## config.mk

```make
export PLATFORM = sky130hd
export DESIGN_NAME = mem_access_ctrl
export DESIGN_NICKNAME = d
export VERILOG_FILES = /design/src/rtl/mem_access_ctrl_pkg.sv /design/src/rtl/mem_access_ctrl_line_buf.sv /design/src/rtl/mem_access_ctrl.sv
export SDC_FILE = /design/constraint.sdc
export NUM_CORES = 1
export LEC_CHECK = 0
export ABC_CLOCK_PERIOD_IN_PS = 25600
export BUFFER_PORTS_ARGS = -buffer_cell sky130_fd_sc_hd__buf_2
export CAP_MARGIN = 10
export CORE_MARGIN = 3
export CORE_UTILIZATION = 25
export DETAILED_ROUTE_END_ITERATION = 10
export GPL_TIMING_DRIVEN = 0
export PLACE_DENSITY_LB_ADDON = 0.15
export SYNTH_ARGS = -nofsm -noshare
export SYNTH_HDL_FRONTEND = slang
export SYNTH_SLANG_ARGS = --single-unit
```

## constraint.sdc

```tcl
create_clock -name clk -period 25.6 [get_ports clk]
set_input_delay 2.56 -clock clk [delete_from_list [all_inputs] [get_ports clk]]
set_output_delay 2.56 -clock clk [all_outputs]
set_load 0.01 [all_outputs]
```

## src/rtl/mem_access_ctrl_pkg.sv

```systemverilog
// Shared types and constants for the memory access controller.
package mem_access_ctrl_pkg;

   typedef enum logic [1:0] {
      ST_IDLE  = 2'd0,
      ST_BEAT  = 2'd1,
      ST_DRAIN = 2'd2,
      ST_DONE  = 2'd3
   } state_t;

   localparam logic [2:0] SRC_I    = 3'b100;
   localparam logic [2:0] SRC_D    = 3'b010;
   localparam logic [2:0] SRC_DL   = 3'b001;
   localparam logic [2:0] SRC_NONE = 3'b000;

   localparam int LINE_WORDS = 4;
   localparam int WORD_W     = 32;
   localparam int LINE_W     = 128;

   function automatic logic [WORD_W-1:0] line_word(input logic [LINE_W-1:0] line,
                                                   input logic [1:0]        idx);
      logic [WORD_W-1:0] w;
      case (idx)
         2'd0:    w = line[31:0];
         2'd1:    w = line[63:32];
         2'd2:    w = line[95:64];
         2'd3:    w = line[127:96];
         default: w = 32'h0000_0000;
      endcase
      return w;
   endfunction

endpackage

```

## src/rtl/mem_access_ctrl_line_buf.sv

```systemverilog
// Read-assembly register: one 32-bit word written per cycle at a word index.
module mem_line_buf
   import mem_access_ctrl_pkg::*;
(
   input  logic              clk,
   input  logic              rst,
   input  logic              i_we,
   input  logic [1:0]        i_idx,
   input  logic [WORD_W-1:0] i_word,
   output logic [LINE_W-1:0] o_line
);

   logic [LINE_W-1:0] r_line;

   // word-indexed capture of returning SRAM data
   always_ff @(posedge clk or posedge rst) begin
      if (rst) begin
         r_line <= {LINE_W{1'b0}};
      end else if (i_we) begin
         case (i_idx)
            2'd0:    r_line[31:0]   <= i_word;
            2'd1:    r_line[63:32]  <= i_word;
            2'd2:    r_line[95:64]  <= i_word;
            2'd3:    r_line[127:96] <= i_word;
            default: r_line         <= r_line;
         endcase
      end else begin
         r_line <= r_line;
      end
   end

   assign o_line = r_line;

endmodule

```

## src/rtl/mem_access_ctrl.sv

```systemverilog
// Cache-line (4-word) read/write sequencer between the memory arbiter and a
// single-port synchronous SRAM. All SRAM-facing and arbiter-facing outputs are registered.
module mem_access_ctrl
   import mem_access_ctrl_pkg::*;
#(
   parameter int MEM_AW = 14
)
(
   input  logic              clk,
   input  logic              rst,
   input  logic              v_i_m_areg_m,
   input  logic              v_d_m_areg_m,
   input  logic              v_m_download_m,
   input  logic [31:0]       i_m_areg_addr,
   input  logic [31:0]       d_m_areg_addr,
   input  logic              d_m_areg_we,
   input  logic [LINE_W-1:0] d_m_areg_wdata,
   input  logic [31:0]       m_download_addr,
   input  logic [LINE_W-1:0] m_download_wdata,
   output logic              mem_en,
   output logic              mem_we,
   output logic [MEM_AW-1:0] mem_addr,
   output logic [WORD_W-1:0] mem_wdata,
   input  logic [WORD_W-1:0] mem_rdata,
   output logic              mem_access_done,
   output logic [2:0]        done_src,
   output logic [LINE_W-1:0] mem_rd_line
);

   localparam int BASE_W = MEM_AW - 2;

   state_t              r_state,     w_nxt_state;
   logic [1:0]          r_k,         w_nxt_k;
   logic [2:0]          r_src,       w_nxt_src;
   logic [BASE_W-1:0]   r_base,      w_nxt_base;
   logic                r_we,        w_nxt_we;
   logic [LINE_W-1:0]   r_wline,     w_nxt_wline;
   logic                r_mem_en,    w_nxt_mem_en;
   logic                r_mem_we,    w_nxt_mem_we;
   logic [MEM_AW-1:0]   r_mem_addr,  w_nxt_mem_addr;
   logic [WORD_W-1:0]   r_mem_wdata, w_nxt_mem_wdata;
   logic                r_done,      w_nxt_done;
   logic [2:0]          r_done_src,  w_nxt_done_src;
   logic [LINE_W-1:0]   r_rd_line;

   logic                w_gnt_any;
   logic [2:0]          w_sel_src;
   logic [BASE_W-1:0]   w_sel_base;
   logic                w_sel_we;
   logic [LINE_W-1:0]   w_sel_wline;
   logic                w_cap_we;
   logic [1:0]          w_cap_idx;
   logic                w_rd_commit;
   logic [LINE_W-1:0]   w_asm_line;
   logic                w_unused;

   assign w_unused = ^{i_m_areg_addr[3:0], i_m_areg_addr[31:MEM_AW+4],
                       d_m_areg_addr[3:0], d_m_areg_addr[31:MEM_AW+4],
                       m_download_addr[3:0], m_download_addr[31:MEM_AW+4]};

   // fixed-priority request select: instruction > data > download
   always_comb begin
      w_gnt_any   = v_i_m_areg_m | v_d_m_areg_m | v_m_download_m;
      w_sel_src   = SRC_NONE;
      w_sel_base  = {BASE_W{1'b0}};
      w_sel_we    = 1'b0;
      w_sel_wline = {LINE_W{1'b0}};
      if (v_i_m_areg_m) begin
         w_sel_src  = SRC_I;
         w_sel_base = i_m_areg_addr[MEM_AW+3:4];
      end else if (v_d_m_areg_m) begin
         w_sel_src   = SRC_D;
         w_sel_base  = d_m_areg_addr[MEM_AW+3:4];
         w_sel_we    = d_m_areg_we;
         w_sel_wline = d_m_areg_wdata;
      end else if (v_m_download_m) begin
         w_sel_src   = SRC_DL;
         w_sel_base  = m_download_addr[MEM_AW+3:4];
         w_sel_we    = 1'b1;
         w_sel_wline = m_download_wdata;
      end else begin
         w_sel_src = SRC_NONE;
      end
   end

   // next state plus next value of every registered output
   always_comb begin
      w_nxt_state     = r_state;
      w_nxt_k         = r_k;
      w_nxt_src       = r_src;
      w_nxt_base      = r_base;
      w_nxt_we        = r_we;
      w_nxt_wline     = r_wline;
      w_nxt_mem_en    = 1'b0;
      w_nxt_mem_we    = 1'b0;
      w_nxt_mem_addr  = r_mem_addr;
      w_nxt_mem_wdata = 32'h0000_0000;
      w_nxt_done      = 1'b0;
      w_nxt_done_src  = SRC_NONE;
      w_cap_we        = 1'b0;
      w_cap_idx       = 2'd0;
      w_rd_commit     = 1'b0;
      case (r_state)
         ST_IDLE: begin
            if (w_gnt_any) begin
               w_nxt_state     = ST_BEAT;
               w_nxt_k         = 2'd0;
               w_nxt_src       = w_sel_src;
               w_nxt_base      = w_sel_base;
               w_nxt_we        = w_sel_we;
               w_nxt_wline     = w_sel_wline;
               w_nxt_mem_en    = 1'b1;
               w_nxt_mem_we    = w_sel_we;
               w_nxt_mem_addr  = {w_sel_base, 2'd0};
               w_nxt_mem_wdata = w_sel_we ? line_word(w_sel_wline, 2'd0) : 32'h0000_0000;
            end else begin
               w_nxt_state = ST_IDLE;
            end
         end
         ST_BEAT: begin
            // read data for beat k-1 arrives during beat k
            if (!r_we && (r_k != 2'd0)) begin
               w_cap_we  = 1'b1;
               w_cap_idx = r_k - 2'd1;
            end else begin
               w_cap_we = 1'b0;
            end
            if (r_k == 2'd3) begin
               if (r_we) begin
                  w_nxt_state    = ST_DONE;
                  w_nxt_done     = 1'b1;
                  w_nxt_done_src = r_src;
               end else begin
                  w_nxt_state = ST_DRAIN;
               end
            end else begin
               w_nxt_k         = r_k + 2'd1;
               w_nxt_mem_en    = 1'b1;
               w_nxt_mem_we    = r_we;
               w_nxt_mem_addr  = {r_base, r_k + 2'd1};
               w_nxt_mem_wdata = r_we ? line_word(r_wline, r_k + 2'd1) : 32'h0000_0000;
            end
         end
         ST_DRAIN: begin
            w_cap_we       = 1'b1;
            w_cap_idx      = 2'd3;
            w_rd_commit    = 1'b1;
            w_nxt_state    = ST_DONE;
            w_nxt_done     = 1'b1;
            w_nxt_done_src = r_src;
         end
         ST_DONE: begin
            w_nxt_state = ST_IDLE;
         end
         default: begin
            w_nxt_state = ST_IDLE;
         end
      endcase
   end

   mem_line_buf u_line_buf (
      .clk    (clk),
      .rst    (rst),
      .i_we   (w_cap_we),
      .i_idx  (w_cap_idx),
      .i_word (mem_rdata),
      .o_line (w_asm_line)
   );

   // FSM, request latch and output registers
   always_ff @(posedge clk or posedge rst) begin
      if (rst) begin
         r_state     <= ST_IDLE;
         r_k         <= 2'd0;
         r_src       <= SRC_NONE;
         r_base      <= {BASE_W{1'b0}};
         r_we        <= 1'b0;
         r_wline     <= {LINE_W{1'b0}};
         r_mem_en    <= 1'b0;
         r_mem_we    <= 1'b0;
         r_mem_addr  <= {MEM_AW{1'b0}};
         r_mem_wdata <= 32'h0000_0000;
         r_done      <= 1'b0;
         r_done_src  <= SRC_NONE;
      end else begin
         r_state     <= w_nxt_state;
         r_k         <= w_nxt_k;
         r_src       <= w_nxt_src;
         r_base      <= w_nxt_base;
         r_we        <= w_nxt_we;
         r_wline     <= w_nxt_wline;
         r_mem_en    <= w_nxt_mem_en;
         r_mem_we    <= w_nxt_mem_we;
         r_mem_addr  <= w_nxt_mem_addr;
         r_mem_wdata <= w_nxt_mem_wdata;
         r_done      <= w_nxt_done;
         r_done_src  <= w_nxt_done_src;
      end
   end

   // published read line only changes when a read completes, never mid-assembly
   always_ff @(posedge clk or posedge rst) begin
      if (rst) begin
         r_rd_line <= {LINE_W{1'b0}};
      end else if (w_rd_commit) begin
         r_rd_line <= {mem_rdata, w_asm_line[95:0]};
      end else begin
         r_rd_line <= r_rd_line;
      end
   end

   assign mem_en          = r_mem_en;
   assign mem_we          = r_mem_we;
   assign mem_addr        = r_mem_addr;
   assign mem_wdata       = r_mem_wdata;
   assign mem_access_done = r_done;
   assign done_src        = r_done_src;
   assign mem_rd_line     = r_rd_line;

endmodule
```

==> insert_results.sql, run 1 <==
INSERT INTO impl_metrics (metric_group, metric, value, unit) VALUES
('status', 'outcome', 'completed', ''),
('yosys', 'yosys.cell_count.top_type', 'dfrtp_1', ''),
('worst_setup_path', 'reg2reg_launch_point', 'r_k[0]', ''),
('global_routing', 'gr_ovfl_total', '0', ''),
('worst_setup_path', 'critical_path_arrival', '4.67', 'ns'),
('global_routing', 'grt_pass1_wl', '90.8', 'mm'),
('worst_hold_path', 'hold_start', 'r_base[10]', ''),
('yosys', 'ys_warn_count', '0', ''),
('sta', 'period_needed', '4.20', 'ns'),
('sta', 'slew_headroom', '37.8', '%'),
('cts', 'holdBufCountCts', '0', ''),
('cts', 'clock-root-buffer', 'clkbuf_16', ''),
('layout', 'n_fill_cell', '6637', ''),
('floorplan', 'design.core.area', '64600', 'sq um'),
('routing', 'first_iter_violations', '927', ''),
('yosys', 'synthesis.area', '16300', 'sq um'),
('cts', 'cts_buffer_depth', '3', ''),
('layout', 'multi_input_area', '6030', 'sq um'),
('cts', 'cts_post_setup_buffers_inserted', '0', ''),
('yosys', 'ys_seq_elements', '390', ''),
('job', 'drv_cap', '0', ''),
('worst_hold_path', 'number_of_cells_on_the_worst_hold_path', '2', ''),
('sta', 'worst_slew_pin_slew', '0.933', 'ns'),
('sta', 'final-hold-violation-count', '0', ''),
('power', 'power.density_cell_area', '119', 'nW/um^2'),
('global_routing', 'global_route.usage.met2', '31.1', '%'),
('cts', 'ctsHtreeMaxLevel', '2', ''),
('placed_design', 'hpwlAfterDp', '47.5', 'mm'),
('sta', 'fin_crit_sh', '16.4', '%'),
('global_routing', 'use_met3', '4.88', '%'),
('layout', 'finalNetCount', '2140', ''),
('yosys', 'postSynthCellCount', '1185', ''),
('worst_setup_path', 'crit-reg2reg-capture', 'mem_wdata[30]', ''),
('worst_setup_path', 'worstSetupStartpointType', 'input port', ''),
('worst_setup_path', 'timing.critical_path.required', '26.07', 'ns'),
('yosys', 'synth_top_cell_area_share', '59.8', '%'),
('placed_design', 'input_output_buffers', '507', ''),
('yosys', 'synth_enable_flop_cells', '0', ''),
('sta', 'hold-worst-slack', '0.463', 'ns'),
('global_routing', 'use_met1', '21.7', '%'),
('worst_hold_path', 'worst_hold_path_type', 'reg -> reg', ''),
('yosys', 'netlist-cell-type-count', '36', ''),
('sta', 'rsz0062_at_grt', 'false', ''),
('global_routing', 'track_usage', '18.0', '%'),
('global_routing', 'gr-max-usage-layer', 'met2', ''),
('yosys', 'mappedNetlistNets', '1583', ''),
('power', 'power.static_leakage', '0.0104', 'uW'),
('floorplan', 'die_height', '262', 'um'),
('yosys', 'synth_top_cell_by_area', 'dfrtp_1', ''),
('yosys', 'synth-main-ff-cell', 'dfrtp_1', ''),
('cts', 'cts_tree', 'built', ''),
('cts', 'clock_sinks', '390', ''),
('worst_setup_path', 'r2r.worst_path.cells', '5', ''),
('yosys', 'synth.avg_cell_area', '13.8', 'sq um'),
('layout', 'sequential_cell_area', '9760', 'sq um'),
('routing', 'detail_route.wirelength', '63.3', 'mm'),
('power', 'worst_ir_drop_vdd', '0.0444', 'mV'),
('yosys', 'async_flop_share', '100', '%'),
('yosys', 'synth_common_cells', 'dfrtp_1, mux2_2, a221o_1, and2_1, clkbuf_1', ''),
('layout', 'area_growth', '32.1', '%'),
('sta', 'max_clock_freq', '0.238', 'GHz'),
('floorplan', 'initial_core_util', '25.3', '%'),
('sta', 'finalSetupTns', '0', 'ns'),
('routing', 'detail_route.wl_per_cell', '24.0', 'um'),
('routing', 'drtAntennaViolNets', '0', ''),
('worst_setup_path', 'critical_path_class', 'in -> reg', ''),
('routing', 'drt_first_pass_iters', '6', ''),
('sta', 'worst_clock_skew', '0.0235', 'ns'),
('floorplan', 'boundaryPins', '570', ''),
('placed_design', 'worst_setup_slack_post_dpl', '20.71', 'ns'),
('sta', 'final-max-slew-violation-count', '0', '');
-- worst max-delay path by stage --
| stage | from | to | slack (ns) | depth (start not counted) |
|---|---|---|---|---|
| after floorplan | rst | done_src[0] | 12.20 | 1 |
| after global placement | rst | mem_rd_line[111] | 7.19 | 2 |
| after detailed placement | v_d_m_areg_m | mem_wdata[31] | 20.71 | 5 |
| after CTS | v_d_m_areg_m | mem_wdata[31] | 21.34 | 5 |
| after global routing | v_d_m_areg_m | mem_wdata[31] | 21.28 | 5 |
| final | v_d_m_areg_m | mem_wdata[31] | 21.40 | 5 |
-- critical path: stages --
cell,delay (ns)
buf_2,0.18
nor2b_1,0.62
clkbuf_1,0.52
a22oi_1,0.37
o32ai_1,0.41
-- registers in the layout (all words and copies together), names as in the netlist --
name and count:
mem_we 1, r_src 3, done_src 3, u_line_buf.o_line 96, mem_en 1, r_state 2
r_wline 96, r_k 1, r_base 12, r_we 1, mem_rd_line 128, mem_access_done 1
mem_addr 13, mem_wdata 32
-- per-layer routing --
metal | share of wire [%] | wire length [um]
met4 | 3.1 | 1970
met3 | 7.6 | 4790
met1 | 40 | 25200
met5 | 0.19 | 123
met2 | 49 | 31200
-- report_power, final --
| group | internal (uW) | switching, uW |
|---|---|---|
| clock network | 396 | 271 |
| logic | 425 | 478 |
| registers | 866 | 127 |
-- kinds of logic (layout without fill, tap and decap cells) --
| group | count (synthesis) | count (layout) | share of synthesized area (%) |
|---|---|---|---|
| flops | 390 | 390 | 59.8 |
| buf+inv | 121 | 710 | 3.29 |
| simple gates | 178 | 178 | 6.53 |
| compound gates | 264 | 264 | 14.3 |
| other cells | 0 | 9 | 0 |
| mux | 224 | 224 | 15.5 |
| fa+ha+maj | 8 | 8 | 0.613 |
-- metrics by stage --
stage	cell area, sq um	std cells	utilization (%)
floorplan	16300	1185	-
global placement	19900	2547	30.9
detailed placement	20000	2550	31.0
CTS	21500	2629	33.4
global route	21600	2635	33.4
finish	21600	2638	33.4
-- layout make-up --
cell class / instances / share of cell area, %
clock buffer: 60 / 6.00
clock inverter: 19 / 1.07
inverter: 18 / 0.348
tap: 855 / 4.96
buffer: 103 / 2.18
sequential: 390 / 45.2
timing repair buffer: 510 / 12.1
antenna: 9 / 0.104
multi-input combinational: 674 / 27.9
-- cell usage in the layout, fill, tap and decap left out, types with 9 or more instances in the layout --
| master | Yosys | final |
|---|---|---|
| a21oi_1 | 15 | 15 |
| a221o_1 | 120 | 120 |
| clkinv_2 | 0 | 10 |
| nand2_1 | 49 | 49 |
| diode_2 | 0 | 9 |
| a222oi_1 | 32 | 32 |
| clkbuf_16 | 0 | 46 |
| o32ai_1 | 31 | 31 |
| clkbuf_8 | 0 | 9 |
| nand3b_1 | 13 | 13 |
| buf_2 | 36 | 543 |
| mux2_2 | 220 | 220 |
| a31oi_1 | 25 | 25 |
| clkbuf_1 | 54 | 59 |
| inv_1 | 18 | 17 |
| dfrtp_1 | 390 | 390 |
| a22oi_1 | 31 | 31 |
| and2_1 | 99 | 99 |
(Power assumes the default switching activity.)
==> run 2, diff against run 1 <==
--- a/config.mk
+++ b/config.mk
@@ -5,7 +5,8 @@
 export SDC_FILE = /design/constraint.sdc
 export NUM_CORES = 1
 export LEC_CHECK = 0
-export ABC_CLOCK_PERIOD_IN_PS = 25600
+export ABC_AREA = 1
+export ABC_CLOCK_PERIOD_IN_PS = 4100
 export BUFFER_PORTS_ARGS = -buffer_cell sky130_fd_sc_hd__buf_2
 export CAP_MARGIN = 10
 export CORE_MARGIN = 3
==> constraint.sdc (replaced) <==
create_clock -name clk -period 4.1 [get_ports clk]
set_input_delay 0.41 -clock clk [delete_from_list [all_inputs] [get_ports clk]]
set_output_delay 0.41 -clock clk [all_outputs]
set_load 0.01 [all_outputs]
==> run 2 against run 1 <==
  * Register-to-register slack worse by 22 ns
  * Critical path depth is 3 higher
  * Hold slack worse by 0.41 ns
  * Flip-flop and latch count stayed put
  * Via count is 32% higher
  * Total power grew to 6.9 times the previous value
  * Sequential share of layout area is 2.3 points lower
  * Non-clock buffer count is 52 higher
  * Largest cell class unchanged
  * Synthesized area is 5.2% higher
  * Clock power grew to 6.8 times the previous value
  * Sequential power grew to 6.6 times the previous value
==> insert_results.sql, run 2 <==
INSERT INTO impl_metrics (metric_group, metric, value, unit) VALUES
('global_routing', 'maximum_number_of_pins_on_one_net_before_global_route_repair', '43', ''),
('yosys', 'synth_common_cells', 'nand2_1, dfrtp_1, nand3_1, clkbuf_1, o21ai_0', ''),
('yosys', 'synthesis.area', '17200', 'sq um'),
('routing', 'via_per_inst', '4.67', ''),
('global_routing', 'global_route.usage.met2', '35.0', '%'),
('yosys', 'synth_top_cell_by_area', 'dfrtp_1', ''),
('cts', 'ctsHtreeMaxLevel', '2', ''),
('routing', 'drcViolationCount', '0', ''),
('global_routing', 'track_usage', '20.5', '%'),
('floorplan', 'floorplan.die_area', '71800', 'sq um'),
('yosys', 'async_flop_share', '100', '%'),
('floorplan', 'boundaryPins', '570', ''),
('global_routing', 'use_met1', '25.8', '%'),
('sta', 'finalSetupViolations', '0', ''),
('yosys', 'part_of_the_yosys_area_used_for_sequential_elements', '56.9', '%'),
('yosys', 'yosys.cell_count.top_type', 'nand2_1', ''),
('cts', 'cts_repair_resize_count', '0', ''),
('routing', 'detail_route.wl_per_cell', '20.6', 'um'),
('global_routing', 'number_of_antenna_violations_at_the_first_check_in_global_routing', '16', ''),
('cts', 'holdBufCountCts', '1', ''),
('yosys', 'ys_warn_count', '0', ''),
('cts', 'cts_tree', 'built', ''),
('global_routing', 'vias_in_the_first_global_route', '17500', ''),
('routing', 'route.vias.total', '16900', ''),
('routing', 'detail_route.wirelength', '74.7', 'mm'),
('yosys', 'postSynthCellCount', '2137', ''),
('routing', 'drt_first_pass_iters', '5', ''),
('layout', 'n_fill_cell', '7228', ''),
('worst_setup_path', 'timing.critical_path.required', '4.61', 'ns'),
('global_routing', 'gr-max-usage-layer', 'met2', ''),
('sta', 'worst_slew_pin_slew', '0.986', 'ns'),
('yosys', 'ys_seq_elements', '390', ''),
('layout', 'final_common_cell', 'nand2_1', ''),
('worst_setup_path', 'critical_path_class', 'reg -> reg', ''),
('sta', 'worst_clock_skew', '0.0224', 'ns'),
('sta', 'final-max-slew-violation-count', '0', ''),
('floorplan', 'std_cell_rows', '95', ''),
('cts', 'clock-root-buffer', 'clkbuf_16', ''),
('power', 'power.static_leakage', '0.0120', 'uW'),
('status', 'outcome', 'completed', ''),
('sta', 'final-hold-violation-count', '0', ''),
('routing', 'drtAntennaViolNets', '0', ''),
('cts', 'tritoncts.num_buffers', '48', ''),
('yosys', 'synth_top_cell_area_share', '56.9', '%'),
('cts', 'clock_sinks', '390', ''),
('sta', 'fin_crit_sh', '67.2', '%'),
('floorplan', 'design.core.area', '67600', 'sq um'),
('sta', 'hold-worst-slack', '0.0576', 'ns'),
('yosys', 'synth-main-ff-cell', 'dfrtp_1', ''),
('layout', 'most-common-layout-cells', 'nand2_1, buf_2, dfrtp_1, nand3_1, clkbuf_1', ''),
('worst_setup_path', 'cp-end-kind', 'register', ''),
('global_routing', 'grt_pass1_wl', '110', 'mm'),
('worst_hold_path', 'worst_hold_path_type', 'in -> reg', ''),
('power', 'worst_ir_drop_vdd', '0.270', 'mV'),
('cts', 'worst_skew_pair.late_latency', '0.59', 'ns'),
('placed_design', 'input_output_buffers', '508', ''),
('placed_design', 'gp_congestion', '0.921', ''),
('global_routing', 'use_met3', '5.58', '%'),
('yosys', 'synth_area_leaders', 'dfrtp_1, nand2_1, nand3_1, o21ai_0, clkbuf_1', ''),
('global_routing', 'gr_ovfl_total', '0', ''),
('job', 'drv_cap', '0', ''),
('worst_setup_path', 'crit_fanout', '10', ''),
('layout', 'largest_reg_flops', '128', ''),
('yosys', 'netlist-cell-type-count', '22', ''),
('placed_design', 'hpwlAfterDp', '58.5', 'mm'),
('power', 'power.density_cell_area', '774', 'nW/um^2'),
('sta', 'max_clock_freq', '0.363', 'GHz'),
('floorplan', 'initial_core_util', '25.4', '%'),
('layout', 'finalNetCount', '3105', ''),
('cts', 'clkTransAtPathRegs', '0.06', 'ns'),
('worst_setup_path', 'critical_path_arrival', '3.26', 'ns'),
('layout', 'area_growth', '32.5', '%'),
('cts', 'cts_post_setup_buffers_inserted', '0', ''),
('floorplan', 'die_height', '268', 'um'),
('yosys', 'synth.avg_cell_area', '8.03', 'sq um'),
('layout', 'drive_above_1_share', '23.7', '%'),
('sta', 'period_needed', '2.75', 'ns'),
('sta', 'slew_headroom', '33.7', '%'),
('yosys', 'synth_enable_flop_cells', '0', ''),
('routing', 'first_iter_violations', '1257', ''),
('floorplan', 'die_x', '268', 'um'),
('power', 'total_power_after_layout', '17600', 'uW'),
('cts', 'cts_buffer_depth', '3', ''),
('yosys', 'mappedNetlistNets', '2535', ''),
('worst_setup_path', 'worstSetupStartpointType', 'register', ''),
('sta', 'rsz0062_at_grt', 'false', '');
## run 2: critical path, cell delays in order (launching register included)
cell and delay [ns]:
dfrtp_1 0.44, inv_1 0.14, ha_1 0.22, nor2_1 0.22, nand3_1 0.45, nand4_1 0.51, clkbuf_1 0.49, nand2_1 0.10
nand2_1 0.09
## run 2: cells by family (layout without fill, tap and decap cells)
group / after synthesis / after routing / synth area share [%]
and+or+nand+nor: 1446 / 1446 / 35.0
DFF: 390 / 390 / 56.9
AOI/OAI and AO/OA: 99 / 99 / 2.92
adders and majority gates: 8 / 8 / 0.583
buffers and inverters: 194 / 803 / 4.67
other: 0 / 7 / 0
## run 2: path summary, 6_finish.rpt
path,startpoint,end,slack (ns),depth (start not counted)
setup / recovery,r_k[0],u_line_buf.o_line[87],1.35,8
hold / removal,m_download_wdata[102],r_wline[102],0.06,3
setup reg to reg,r_k[0],u_line_buf.o_line[87],1.35,8
hold reg to reg,mem_rd_line[74],mem_rd_line[74],0.46,2
max in group asynchronous,rst,mem_rd_line[96],1.97,8
min in group asynchronous,rst,r_wline[58],0.46,3
## run 2: metal layers
layer / share of wire [%] / vias to the layer above
met5: 0.16 / -
met4: 1.9 / 20
met3: 7.8 / 98
met2: 48 / 579
met1: 42 / 8206
li1: - / 8044
## run 2: where the power goes
part / internal (uW) / switching [uW] / total [uW]
logic: 2090 / 4390 / 6470
clock network: 2790 / 1770 / 4560
registers: 5590 / 987 / 6580
total: 10500 / 7140 / 17600
## run 2: layout make-up
type	instances	area [sq um]	area share (%)
clock inverter	22	320	1.41
antenna	7	17.5	0.0770
clock buffer	67	1370	6.03
multi-input combinational	1553	6610	29.0
tap	873	1090	4.80
timing repair buffer	520	2770	12.2
inverter	49	188	0.825
sequential	390	9760	42.9
buffer	145	618	2.72
## run 2: stage by stage
| step | worst slack, ns | cell area [sq um] | setup TNS, ns | std cells | util (%) |
|---|---|---|---|---|---|
| finish | 1.35 | 22700 | 0 | 3626 | 33.6 |
| global placement | -4.29 | 20800 | -1650.27 | 3518 | 30.8 |
| global route | 1.08 | 22700 | 0 | 3623 | 33.6 |
| detailed placement | 1.27 | 21000 | 0 | 3529 | 31.1 |
| CTS | 1.24 | 22700 | 0 | 3619 | 33.6 |
| floorplan | -1.56 | 17200 | -606.80 | 2137 | - |
==> run 3, diff against run 2 <==
--- a/config.mk
+++ b/config.mk
@@ -6,7 +6,7 @@
 export NUM_CORES = 1
 export LEC_CHECK = 0
 export ABC_AREA = 1
-export ABC_CLOCK_PERIOD_IN_PS = 4100
+export ABC_CLOCK_PERIOD_IN_PS = 2500
 export BUFFER_PORTS_ARGS = -buffer_cell sky130_fd_sc_hd__buf_2
 export CAP_MARGIN = 10
 export CORE_MARGIN = 3
==> constraint.sdc (replaced) <==
create_clock -name clk -period 2.5 [get_ports clk]
set_input_delay 0.25 -clock clk [delete_from_list [all_inputs] [get_ports clk]]
set_output_delay 0.25 -clock clk [all_outputs]
set_load 0.01 [all_outputs]
==> run 3 against run 2 <==
  * Via count grew 6.0%
  * Largest power group is now combinational logic
  * Highest routed layer unchanged
  * Total power up 67%
  * Non-clock buffer count increased by 237
  * Wire length grew 3.0%
  * Setup slack worse by 1.2 ns
  * Critical path depth is the same
  * Clock power up 64%
  * Die area is the same
  * Cell count grew 6.5%
  * First-iteration DRC count grew 5.0%
==> insert_results.sql, run 3 (synthesis results as in run 2) <==
INSERT INTO impl_metrics (metric_group, metric, value, unit) VALUES
('floorplan', 'boundaryPins', '570', ''),
('job', 'drv_cap', '0', ''),
('cts', 'cts_buffer_depth', '3', ''),
('sta', 'finalSetupViolations', '0', ''),
('worst_setup_path', 'setup.worst_path.start', 'r_state[0]', ''),
('routing', 'first_iter_violations', '1320', ''),
('cts', 'worst_skew_pair.late_latency', '0.58', 'ns'),
('global_routing', 'track_usage', '21.2', '%'),
('layout', 'final_common_cell', 'nand2_1', ''),
('routing', 'detail_route.wirelength', '76.9', 'mm'),
('routing', 'detail_route.wl_per_cell', '19.9', 'um'),
('layout', 'finalCoreUtilization', '37.2', '%'),
('power', 'worst_ir_drop_vdd', '0.434', 'mV'),
('worst_hold_path', 'hold_start', 'm_download_wdata[24]', ''),
('layout', 'largest_reg_flops', '128', ''),
('placed_design', 'input_output_buffers', '508', ''),
('power', 'power.static_leakage', '0.0130', 'uW'),
('cts', 'cts_tree', 'built', ''),
('layout', 'drive_above_1_share', '22.6', '%'),
('worst_setup_path', 'critical_path_buf_inv_count', '3', ''),
('routing', 'via_per_inst', '4.65', ''),
('sta', 'worst_slew_pin_slew', '0.834', 'ns'),
('routing', 'drt_first_pass_iters', '5', ''),
('sta', 'max_clock_freq', '0.428', 'GHz'),
('layout', 'multi_input_area', '6650', 'sq um'),
('global_routing', 'vias_in_the_first_global_route', '18900', ''),
('cts', 'ctsHtreeMaxLevel', '2', ''),
('floorplan', 'design.core.area', '67600', 'sq um'),
('status', 'outcome', 'completed', ''),
('placed_design', 'post_dp_cell_area', '21000', 'sq um'),
('power', 'cell_internal_pwr', '17500', 'uW'),
('worst_setup_path', 'worstSetupStartpointType', 'register', ''),
('sta', 'final-hold-violation-count', '0', ''),
('cts', 'clock-root-buffer', 'clkbuf_16', ''),
('placed_design', 'dp.cells', '3529', ''),
('worst_hold_path', 'worst_hold_path_type', 'in -> reg', ''),
('worst_setup_path', 'critical_path.max_stage_delay', '0.59', 'ns'),
('floorplan', 'die_height', '268', 'um'),
('worst_setup_path', 'cp_cell_sequence', 'inv_1 -> ha_1 -> nand2_1 -> nor2_2 -> buf_4 -> buf_4 -> nand3_1 -> nand3_1', ''),
('layout', 'sequential_cell_area', '9760', 'sq um'),
('global_routing', 'gr_ovfl_total', '0', ''),
('power', 'power_frac_clock', '25.5', '%'),
('placed_design', 'gp_congestion', '0.921', ''),
('worst_setup_path', 'timing.critical_path.required', '3.01', 'ns'),
('placed_design', 'hpwlAfterDp', '58.5', 'mm'),
('layout', 'area_growth', '46.6', '%'),
('routing', 'drcViolationCount', '0', ''),
('routing', 'drtAntennaViolNets', '0', ''),
('worst_setup_path', 'critical_path_arrival', '2.85', 'ns'),
('floorplan', 'floorplan.die_area', '71800', 'sq um'),
('floorplan', 'initial_core_util', '25.4', '%'),
('sta', 'hold-worst-slack', '0.0421', 'ns'),
('layout', 'n_fill_cell', '7020', ''),
('sta', 'slew_headroom', '44.4', '%'),
('sta', 'period_needed', '2.34', 'ns'),
('power', 'power.density_cell_area', '1170', 'nW/um^2'),
('sta', 'worst_clock_skew', '0.0165', 'ns'),
('layout', 'finalNetCount', '3342', ''),
('sta', 'fin_crit_sh', '93.5', '%'),
('worst_setup_path', 'critical_path_class', 'reg -> reg', ''),
('global_routing', 'grt_pass1_wl', '115', 'mm'),
('routing', 'route.vias.total', '18000', ''),
('worst_setup_path', 'crit_fanout', '10', ''),
('sta', 'final-max-slew-violation-count', '0', ''),
('floorplan', 'die_x', '268', 'um'),
('layout', 'most-common-layout-cells', 'nand2_1, buf_2, dfrtp_1, nand3_1, dlygate4sd3_1', ''),
('global_routing', 'number_of_antenna_violations_at_the_first_check_in_global_routing', '6', ''),
('layout', 'final_instance_area', '25200', 'sq um'),
('sta', 'rsz0062_at_grt', 'false', ''),
('worst_setup_path', 'crit_slowest_cell', 'nor2_2', ''),
('sta', 'final_critical_path_setup_slack', '0.162', 'ns'),
('power', 'p_comb_share', '37.8', '%'),
('worst_setup_path', 'reg2reg_launch_point', 'r_state[0]', ''),
('power', 'switching_power_share_of_the_total', '40.4', '%'),
('power', 'seqPwrFrac', '36.8', '%'),
('cts', 'tritoncts.num_buffers', '48', ''),
('placed_design', 'worst_setup_slack_post_dpl', '-0.326', 'ns'),
('power', 'total_switching_power', '11900', 'uW'),
('worst_setup_path', 'timing.critical_path.max_delay_family', 'simple AND/OR/NAND/NOR gates', ''),
('floorplan', 'std_cell_rows', '95', ''),
('cts', 'clock_sinks', '390', ''),
('layout', 'finish.cell_count_without_fillers', '3860', ''),
('cts', 'clkTransAtPathRegs', '0.06', 'ns'),
('worst_setup_path', 'cp-end-kind', 'register', ''),
('global_routing', 'maximum_number_of_pins_on_one_net_before_global_route_repair', '43', '');
-- run 3: changes by cell type in the layout (fill, tap and decap cells not counted), sizes merged --
cell / change
dlygate4sd3: +234
diode: -3
clkbuf: +1
buf: +2
-- run 3: timing repair --
action / 4_1_cts / 5_1_grt
endpoints found under the setup margin: 198 / 113
hold buffers: 235 / 0
setup buffers: 2 / 2
pin swaps: 2 / 2
gates resized for setup: 11 / 21
endpoints found under the hold margin: 253 / 0
-- run 3: final timing paths --
path	endpoint	slack [ns]	cells after the start
worst max-delay path	r_wline[59]	0.16	8
worst min-delay path	mem_wdata[24]	0.04	5
worst max register to register	r_wline[59]	0.16	8
worst min register to register	mem_rd_line[97]	0.46	2
max in group asynchronous	mem_rd_line[95]	0.52	8
min in group asynchronous	r_wline[58]	0.31	3
-- run 3: per-layer routing --
metal,GRT usage [%],vias to the layer above,share of wire [%]
met2,36.2,647,48
met4,6.53,4,3.0
met1,26.4,8671,42
met5,0,-,0.025
li1,-,8493,-
met3,5.11,144,7.1
-- run 3: final cells by class --
class / instances / area share [%]
antenna: 4 / 0.0398
sequential: 390 / 38.8
clock inverter: 22 / 1.27
multi-input combinational: 1553 / 26.4
clock buffer: 67 / 5.45
inverter: 49 / 0.746
timing repair buffer: 758 / 20.4
buffer: 144 / 2.52
tap: 873 / 4.34
-- run 3: worst min-delay path, delay by kind of cell --
kind,cells,cell delay [ns]
AOI/OAI and AO/OA,1,0.07
buffers and inverters,1,0.10
and+or+nand+nor,3,0.16
-- run 3: per-stage QoR --
stage | total power [uW] | TNS, ns
floorplan | 16800 | -1168.40
global placement | 21500 | -2222.14
detailed placement | 21700 | -18.09
CTS | 29700 | 0
global route | 31600 | 0
finish | 29400 | 0
-- run 3: power groups by stage --
| stage | Combinational (uW) | Sequential, uW | Clock [uW] |
|---|---|---|---|
| floorplan | 5760 | 11000 | 0 |
| global placement | 10600 | 10900 | 0 |
| detailed placement | 10800 | 10900 | 0 |
| CTS | 11200 | 10800 | 7670 |
| global route | 12600 | 11100 | 7940 |
| finish | 11100 | 10800 | 7470 |
